==> src/rtl/sprite_pkg.sv <==
// Shared sprite-path definitions: default ROM geometry, the transparent colour key
// and the round-robin pointer wrap helper.
package sprite_pkg;

    localparam int unsigned ADDRESS_DEF    = 10;
    localparam int unsigned COLOR_BITS_DEF = 24;

    localparam logic [COLOR_BITS_DEF-1:0] TRANSPARENT_DEF = 24'hFF00FF;

    typedef logic [COLOR_BITS_DEF-1:0] rgb_t;

    // Next pointer after serving index i; explicit wrap so non-power-of-2 counts work
    function automatic int unsigned wrap_inc(input int unsigned i, input int unsigned n);
        return ((i + 1) >= n) ? 0 : (i + 1);
    endfunction

endpackage : sprite_pkg

==> src/rtl/rr_arbiter.sv <==
// Pure combinational round-robin pick: first set request at or after ptr_i,
// wrapping N-1 -> 0. The pointer register lives in the caller.
module rr_arbiter #(
    parameter int unsigned N = 4
) (
    input  logic [N-1:0]         req_i,
    input  logic [$clog2(N)-1:0] ptr_i,
    output logic [N-1:0]         gnt_o,
    output logic [$clog2(N)-1:0] idx_o,
    output logic                 any_o
);

    localparam int unsigned IDX_W = $clog2(N);

    int unsigned j;
    logic        found;

    always_comb begin
        gnt_o = '0;
        idx_o = '0;
        found = 1'b0;
        j     = 0;
        for (int unsigned k = 0; k < N; k++) begin
            j = 32'(ptr_i) + k;
            if (j >= N) j = j - N;
            if (!found && req_i[IDX_W'(j)]) begin
                found               = 1'b1;
                gnt_o[IDX_W'(j)]    = 1'b1;
                idx_o               = IDX_W'(j);
            end
        end
        any_o = found;
    end

endmodule : rr_arbiter

==> src/rtl/sprite_rom_arbiter.sv <==
// Round-robin sharing of one async-read sprite colour ROM among NUM_REQ renderers:
// grant, registered ROM address, registered data return tagged with id and transparency.
module sprite_rom_arbiter
    import sprite_pkg::*;
#(
    parameter int unsigned           NUM_REQ     = 4,
    parameter int unsigned           ADDRESS     = ADDRESS_DEF,
    parameter int unsigned           COLOR_BITS  = COLOR_BITS_DEF,
    parameter logic [COLOR_BITS-1:0] TRANSPARENT = COLOR_BITS'(TRANSPARENT_DEF)
) (
    input  logic                         clk,
    input  logic                         rst_n,
    input  logic                         en,
    input  logic [NUM_REQ-1:0]           req,
    input  logic [NUM_REQ*ADDRESS-1:0]   req_addr,
    output logic [NUM_REQ-1:0]           gnt,
    output logic [ADDRESS-1:0]           rom_addr,
    input  logic [COLOR_BITS-1:0]        rom_dout,
    output logic                         rdata_valid,
    output logic [$clog2(NUM_REQ)-1:0]   rdata_id,
    output logic [COLOR_BITS-1:0]        rdata,
    output logic                         rdata_transp
);

    localparam int unsigned IDX_W = $clog2(NUM_REQ);

    logic [NUM_REQ-1:0]    req_eff;
    logic [IDX_W-1:0]      gnt_idx;
    logic                  gnt_any;
    logic [ADDRESS-1:0]    sel_addr;

    logic [IDX_W-1:0]      ptr_q,          ptr_d;
    logic [ADDRESS-1:0]    rom_addr_q,     rom_addr_d;
    logic                  s1_valid_q,     s1_valid_d;
    logic [IDX_W-1:0]      s1_id_q,        s1_id_d;
    logic                  rdata_valid_q,  rdata_valid_d;
    logic [IDX_W-1:0]      rdata_id_q,     rdata_id_d;
    logic [COLOR_BITS-1:0] rdata_q,        rdata_d;
    logic                  rdata_transp_q, rdata_transp_d;

    // No grants while disabled or held in reset; in-flight reads still drain
    assign req_eff = (en && rst_n) ? req : '0;

    rr_arbiter #(.N(NUM_REQ)) u_rr (
        .req_i (req_eff),
        .ptr_i (ptr_q),
        .gnt_o (gnt),
        .idx_o (gnt_idx),
        .any_o (gnt_any)
    );

    always_comb begin
        sel_addr = '0;
        for (int unsigned i = 0; i < NUM_REQ; i++) begin
            if (gnt[i]) sel_addr = req_addr[i*ADDRESS +: ADDRESS];
        end
    end

    // Next-state for pointer and both pipeline stages
    always_comb begin
        ptr_d          = ptr_q;
        rom_addr_d     = rom_addr_q;
        s1_valid_d     = 1'b0;
        s1_id_d        = s1_id_q;
        rdata_valid_d  = s1_valid_q;
        rdata_id_d     = rdata_id_q;
        rdata_d        = rdata_q;
        rdata_transp_d = rdata_transp_q;

        if (gnt_any) begin
            ptr_d      = IDX_W'(wrap_inc(32'(gnt_idx), NUM_REQ));
            rom_addr_d = sel_addr;
            s1_valid_d = 1'b1;
            s1_id_d    = gnt_idx;
        end

        if (s1_valid_q) begin
            rdata_id_d     = s1_id_q;
            rdata_d        = rom_dout;
            rdata_transp_d = (rom_dout == TRANSPARENT);
        end
    end

    always_ff @(posedge clk) begin
        if (!rst_n) begin
            ptr_q          <= '0;
            rom_addr_q     <= '0;
            s1_valid_q     <= 1'b0;
            s1_id_q        <= '0;
            rdata_valid_q  <= 1'b0;
            rdata_id_q     <= '0;
            rdata_q        <= '0;
            rdata_transp_q <= 1'b0;
        end else begin
            ptr_q          <= ptr_d;
            rom_addr_q     <= rom_addr_d;
            s1_valid_q     <= s1_valid_d;
            s1_id_q        <= s1_id_d;
            rdata_valid_q  <= rdata_valid_d;
            rdata_id_q     <= rdata_id_d;
            rdata_q        <= rdata_d;
            rdata_transp_q <= rdata_transp_d;
        end
    end

    assign rom_addr     = rom_addr_q;
    assign rdata_valid  = rdata_valid_q;
    assign rdata_id     = rdata_id_q;
    assign rdata        = rdata_q;
    assign rdata_transp = rdata_transp_q;

endmodule : sprite_rom_arbiter

==> config.mk <==
export PLATFORM = sky130hd
export DESIGN_NAME = sprite_rom_arbiter
export DESIGN_NICKNAME = d
export VERILOG_FILES = /design/src/rtl/sprite_pkg.sv /design/src/rtl/rr_arbiter.sv /design/src/rtl/sprite_rom_arbiter.sv
export SDC_FILE = /design/constraint.sdc
export NUM_CORES = 1
export LEC_CHECK = 0
export BUFFER_PORTS_ARGS = -buffer_cell sky130_fd_sc_hd__buf_2
export CAP_MARGIN = 20
export CORE_ASPECT_RATIO = 2
export CORE_MARGIN = 2
export CORE_UTILIZATION = 47
export CTS_CLUSTER_DIAMETER = 80
export CTS_CLUSTER_SIZE = 14
export DETAILED_ROUTE_END_ITERATION = 8
export PLACE_DENSITY = 0.83
export REMOVE_ABC_BUFFERS = 1
export SLEW_MARGIN = 20
export SYNTH_ARGS = -nofsm -noshare
export SYNTH_HDL_FRONTEND = slang
export SYNTH_SLANG_ARGS = --single-unit
==> constraint.sdc <==
create_clock -name clk -period 3.7 [get_ports clk]
set_input_delay 0 -clock clk [delete_from_list [all_inputs] [get_ports clk]]
set_output_delay 0 -clock clk [all_outputs]
set_load 0.01 [all_outputs]
==> results of run 1 <==
## how the worst max path moves through the flow
stage,from,end,cells past startpoint
global route,ptr_q[1]$_SDFFE_PN0P_,rom_addr[1]$_SDFFE_PN0P_,11
global placement,ptr_q[1]$_SDFFE_PN0P_,rom_addr[2]$_SDFFE_PN0P_,8
floorplan,ptr_q[0]$_SDFFE_PN0P_,rom_addr[0]$_SDFFE_PN0P_,8
detailed placement,ptr_q[1]$_SDFFE_PN0P_,rom_addr[7]$_SDFFE_PN0P_,8
CTS,ptr_q[1]$_SDFFE_PN0P_,rom_addr[8]$_SDFFE_PN0P_,9
finish,ptr_q[0]$_SDFFE_PN0P_,rom_addr[1]$_SDFFE_PN0P_,11
## registers in the layout (all words and copies together), names as in the netlist
| name | cells |
|---|---|
| rdata_valid_d | 1 |
| s1_id_q | 2 |
| rom_addr | 10 |
| rdata_valid | 1 |
| rdata_transp | 1 |
| rdata | 24 |
| rdata_id | 2 |
| ptr_q | 2 |
## metrics by stage
stage	util (%)	hold slack (ns)	area [sq um]
6_report	68.4	0.00271	3520
5_1_grt	68.4	0.00169	3520
4_1_cts	68.0	0.00319	3490
3_5_place_dp	59.7	0.249	3070
3_3_place_gp	59.7	0.241	3070
2_1_floorplan	-	0.118	2390
## tightest hold or removal path: cells and delay by family
| family | cells | cell delay [ns] |
|---|---|---|
| and+or+nand+nor | 1 | 0.10 |
| buffers and inverters | 1 | 0.08 |
| muxes | 1 | 0.06 |
## routing by layer
layer	share of wire, %	routed length [microns]
met1	36	2650
met2	57	4250
met3	4.1	308
met4	3.3	250
met5	0	0
## cell type report
type,instances,area (sq um),area share [%]
timing repair buffer,154,961,27.3
clock inverter,2,12.5,0.356
multi-input combinational,181,1480,42.1
sequential,43,862,24.5
inverter,15,56.3,1.60
tap,58,72.6,2.06
clock buffer,6,72.6,2.06
## placed cells by master (no fill, tap or decap), drive strengths merged, types with 2 or more instances in the layout
master	Yosys	layout
a21o	2	2
nand3	2	2
o221ai	10	10
nand2	9	9
o21ai	2	2
a21oi	3	3
inv	15	15
o211ai	7	7
ha	7	7
nor4	2	2
dlygate4sd3	0	34
clkbuf	10	6
a31oi	4	4
nand4	5	5
buf	11	120
dfxtp	43	43
nand4b	2	2
nand3b	2	2
a22oi	11	11
o21a	2	2
mux4	2	2
nor2	7	7
or3	2	2
mux2i	28	28
nor2b	32	32
a32oi	10	10
and2	13	13
and3	4	4
## power groups by stage
| stage | logic (W) | clock network, W | registers (W) |
|---|---|---|---|
| 2_1_floorplan | 0.000121 | 0 | 0.000537 |
| 4_1_cts | 0.000279 | 0.000295 | 0.000511 |
| 3_3_place_gp | 0.000238 | 0 | 0.000520 |
| 6_report | 0.000290 | 0.000288 | 0.000512 |
| 5_1_grt | 0.000312 | 0.000316 | 0.000515 |
| 3_5_place_dp | 0.000245 | 0 | 0.000521 |
## what timing repair did
action | in CTS | in global routing
endpoints found under the setup margin | 0 | 7
endpoints found under the hold margin | 27 | 0
buffers inserted | 0 | 2
resized for setup | 0 | 2
hold buffers | 34 | 0
## cell families (layout without fill, tap and decap cells)
logic type	count (synthesis)	in the layout	synth area share, %
AND/OR/NAND/NOR	86	86	20.7
AO/OA/AOI/OAI	57	57	21.2
flip-flops	43	43	34.3
buffers and inverters	36	177	6.89
multiplexers	31	31	13.4
adder cells (fa/ha/maj)	7	7	3.49
==> impl_metrics.ini, run 1 <==
[worst_setup_path]
worstPathRequired_ns = 3.88
crit_path_cell_trace = inv_1 > ha_1 > or3b_1 > a2111oi_4 > o211ai_1 > o211ai_1 > buf_4 > nand2b_1 > buf_4 > o221ai_2 > dlygate4sd3_1
cp.arrival_ns = 3.68
path_max_fanout = 12
reg2reg_from = ptr_q[0]$_SDFFE_PN0P_
rrSetupSlack_ns = 0.20
path_buf_inv = 4
cp_slowest_stage_delay_ns = 0.58
slowest_stage = dlygate4sd3_1
crit_family = buffers and inverters
ff2ff_path_depth = 11
criticalPathCategory = reg -> reg
start_kind = register
end_kind = register
r2r-end = rom_addr[1]$_SDFFE_PN0P_

[global_route]
grt_pass1_vias = 2693
antenna_found_initial = 0
grt.met3_usage_pct = 4.33
grt-busiest-layer = met2
use_met1_pct = 23.2
grt_util_all_layers_pct = 24.5
grt_overflow_total = 0
grt_pass1_wl_microns = 11900
grt_max_degree = 37
grt_use_met2_pct = 50.0

[sta]
finalSetupTns_ns = 0
finalCriticalPeriod_ns = 3.50
worst_slew_pin_slew_ns = 0.840
setup_viol = 0
fin_ws_ns = 0.196
slew_headroom_pct = 43.9
max_clock_freq_mhz = 285
final.period_utilization_pct = 94.7
finalMaxSlewViolations = 0
grt_setup_unrepaired = false
finalHoldViolCount = 0
skew_ns = 0.00441

[synthesis]
yosysSeqAreaShare_pct = 34.3
syn_area_sq_um = 2510
synth_flop_cell = dfxtp_1
yosysWarnings = 0
synthTopCellsByArea = dfxtp_1, mux2i_1, nor2b_1, o221ai_2, a32oi_1
syn_avg_cell_area_sq_um = 9.64
yosysMostFrequentCell = dfxtp_1
synth_top_cells_by_count = dfxtp_1, nor2b_1, mux2i_1
netlist-cell-type-count = 46
syn_inst = 260
synth_largest_area_cell = dfxtp_1
synthArstFlopShare_pct = 0
yosys_register_bits = 43
synth_edf_count = 0
synth_top_area_share_pct = 34.3

[power]
p_seq_share_pct = 47.0
leakage_nw = 1.59
power.share.clock_pct = 26.4
peakVddDrop_mv = 0.356
swShare_pct = 29.2
p_sw_w = 0.000318
p_int_w = 0.000771
p_total_w = 0.00109
powerDensity_nw_per_um2 = 310
combPwrFrac_pct = 26.6

[min_path]
min-delay-start = rom_dout[6]
min-delay-path-class = in -> reg
whs_path_depth = 3
holdPathEnd = rdata[6]$_SDFFE_PN0P_

[final_layout]
fill_cells = 388
diodes = 0
finalNetCount = 478
drive_above_1_share_pct = 36.9
layout.cells.non_filler = 459
area_growth_pct = 40.2

[clock_tree]
clock_path_buffers = 2
path_clk_slew_ns = 0.08
cts_tree = done
clock_latency_ns = 0.29
cts.sinks = 43
htree_levels = 2
numCtsBuffers = 5
cts_root_buf = clkbuf_8

[floorplanning]
ios = 113
die_y_microns = 107
die-area_sq_um = 5970
rows = 37
core_area_sq_um = 5140
start_util_pct = 48.8
die_w_microns = 55.6

[route]
post_drt_wl_per_cell_microns = 16.3
first_pass_iters = 4
drc = 0
ant_nets = 0
vias = 2564
drt-initial-drc-count = 121
routed_via_density = 5.59
drt-total-wl_microns = 7460

[job]
maxCapViolCount = 0

[status]
status = complete, no violations

[place]
place_inst = 415
port_buffers = 112
place_congestion = 0.910
post-dp-hpwl_microns = 5100
place_ws_ns = 0.590
(Power assumes the default switching activity.)
==> inputs of run 2 (changes only) <==
--- a/config.mk
+++ b/config.mk
@@ -9,11 +9,11 @@
 export CAP_MARGIN = 20
 export CORE_ASPECT_RATIO = 2
 export CORE_MARGIN = 2
-export CORE_UTILIZATION = 47
+export CORE_UTILIZATION = 30
 export CTS_CLUSTER_DIAMETER = 80
 export CTS_CLUSTER_SIZE = 14
 export DETAILED_ROUTE_END_ITERATION = 8
-export PLACE_DENSITY = 0.83
+export PLACE_DENSITY = 0.58
 export REMOVE_ABC_BUFFERS = 1
 export SLEW_MARGIN = 20
 export SYNTH_ARGS = -nofsm -noshare
==> run 2 against run 1 <==
  * Non-clock buffer count shrank 13
  * Die area grew 53%
  * Count of clock-buffer cells in the layout is the same
  * Setup slack gained 0.37 ns
  * Sequential share of layout area shrank 0.096 points
  * Critical endpoint is now gnt[1]
  * Largest power group is now the clock network
==> impl_metrics.ini, run 2 (synthesis results as in run 1) <==
[status]
status = complete, no violations

[place]
place_inst = 456
port_buffers = 112
place_congestion = 0.848
post-dp-hpwl_microns = 5710

[global_route]
grt_pass1_wl_microns = 12200
grt_pass1_vias = 2635
grt_overflow_total = 0
use_met1_pct = 16.4
grt_max_degree = 37
grt_util_all_layers_pct = 17.3
antenna_found_initial = 0
grt_use_met2_pct = 34.0
grt-busiest-layer = met2
grt.met3_usage_pct = 2.79

[clock_tree]
htree_levels = 2
clock_latency_ns = 0.28
clock_path_buffers = 2
cts_setup_buffers = 0
cts_tree = done
cts_root_buf = clkbuf_16
cts.sinks = 43
numCtsBuffers = 5
path_clk_slew_ns = 0.06

[power]
peakVddDrop_mv = 0.255
leakage_nw = 1.56
p_total_w = 0.00130
powerDensity_nw_per_um2 = 370

[sta]
max_clock_freq_mhz = 319
grt_setup_unrepaired = false
finalMaxSlewViolations = 0
worst_slew_pin_slew_ns = 0.916
setup_viol = 0
final.period_utilization_pct = 84.7
finalHoldViolCount = 0
finalSetupTns_ns = 0
finalCriticalPeriod_ns = 3.14
skew_ns = 0.00471
slew_headroom_pct = 38.7

[worst_setup_path]
worstPathRequired_ns = 3.70
reg2reg_from = ptr_q[0]$_SDFFE_PN0P_
rrSetupSlack_ns = 0.71
crit_end = gnt[1]
ff2ff_path_depth = 9
critPathLaunch = ptr_q[0]$_SDFFE_PN0P_
path_max_fanout = 11
criticalPathCategory = reg -> out
r2r-end = rom_addr[2]$_SDFFE_PN0P_
end_kind = primary output
cp.arrival_ns = 3.14
start_kind = register

[min_path]
min-delay-path-class = in -> reg

[floorplanning]
start_util_pct = 30.7
core_area_sq_um = 8170
die_w_microns = 68.6
die-area_sq_um = 9150
ios = 113
die_y_microns = 133
rows = 47

[final_layout]
drive_above_1_share_pct = 37.6
largest_register_ffs = 24
area_growth_pct = 40.6
layout.cells.most_common = buf_2
mostFrequentLayoutCells = buf_2, dfxtp_1, nor2b_1, mux2i_1, dlygate4sd3_1
post-route-util_pct = 43.1
finalNetCount = 465
layout.cells.non_filler = 486
diodes = 0

[route]
ant_nets = 0
routed_via_density = 5.00
drt-total-wl_microns = 7490
post_drt_wl_per_cell_microns = 15.4
vias = 2431
first_pass_iters = 4
drc = 0
drt-initial-drc-count = 48

[job]
maxCapViolCount = 0
run 2: cell types whose count changed in the layout (fill, tap and decap cells not counted), sizes merged:
cell,previous run,this run
buf,120,119
inv,15,16
dlygate4sd3,34,22
clkinvlp,1,0
clkinv,1,0
bufinv,0,1
run 2: worst min-delay path by stage:
stage                      start                        end  slack (ns)  cells after the start
floorplan                  rst_n  rdata_transp$_SDFFE_PN0P_        0.12                      1
global placement    req_addr[34]   rom_addr[4]$_SDFFE_PN0P_        0.25                      3
detailed placement  req_addr[38]   rom_addr[8]$_SDFFE_PN0P_        0.25                      3
CTS                 req_addr[14]   rom_addr[4]$_SDFFE_PN0P_      0.0005                      3
global route        req_addr[19]   rom_addr[9]$_SDFFE_PN0P_        0.01                      3
finish              req_addr[14]   rom_addr[4]$_SDFFE_PN0P_       0.002                      3
run 2: area by class of cell:
type                            count  area (sq um)
Fill cell                         800          4650
Multi-Input combinational cell    181          1470
Sequential cell                    43           861
Timing Repair Buffer              141           833
Clock buffer                        6           139
Tap cell                           98           123
Inverter                           15          56.3
Clock inverter                      2          38.8
run 2: worst max-delay path, stage by stage, from the launching register on:
cell       delay (ns)
dfxtp_1          0.31
inv_1            0.23
ha_1             0.39
or3b_1           0.43
a2111oi_4        0.44
o211ai_1         0.14
buf_4            0.20
o211ai_1         0.42
buf_2            0.28
run 2: repair_timing:
action	in CTS	in global routing
endpoints found under the setup margin	0	0
hold buffers	22	0
endpoints found under the hold margin	22	0
gates resized for setup	0	0
run 2: where the power goes:
part / total [W] / switching [W] / internal, W
clock: 0.000523 / 0.000184 / 0.000339
combinational: 0.000270 / 0.000138 / 0.000132
sequential: 0.000510 / 0.0000180 / 0.000492
run 2: stage by stage:
stage | hold WS [ns] | worst slack [ns] | instance area, sq um
global route | 0.0127 | 0.367 | 3520
detailed placement | 0.250 | 0.715 | 3130
finish | 0.00231 | 0.565 | 3520
global placement | 0.251 | 0.854 | 3130
CTS | 0.000452 | 0.557 | 3520
floorplan | 0.118 | 0.408 | 2390
run 2: per-layer routing:
layer  part of all wire (%)  routed length, microns  up-vias
met5                      0                       0        -
met4                    2.5                     189        0
met3                    4.2                     317       15
li1                       -                       -     1199
met2                     59                    4410       83
met1                     34                    2570     1134
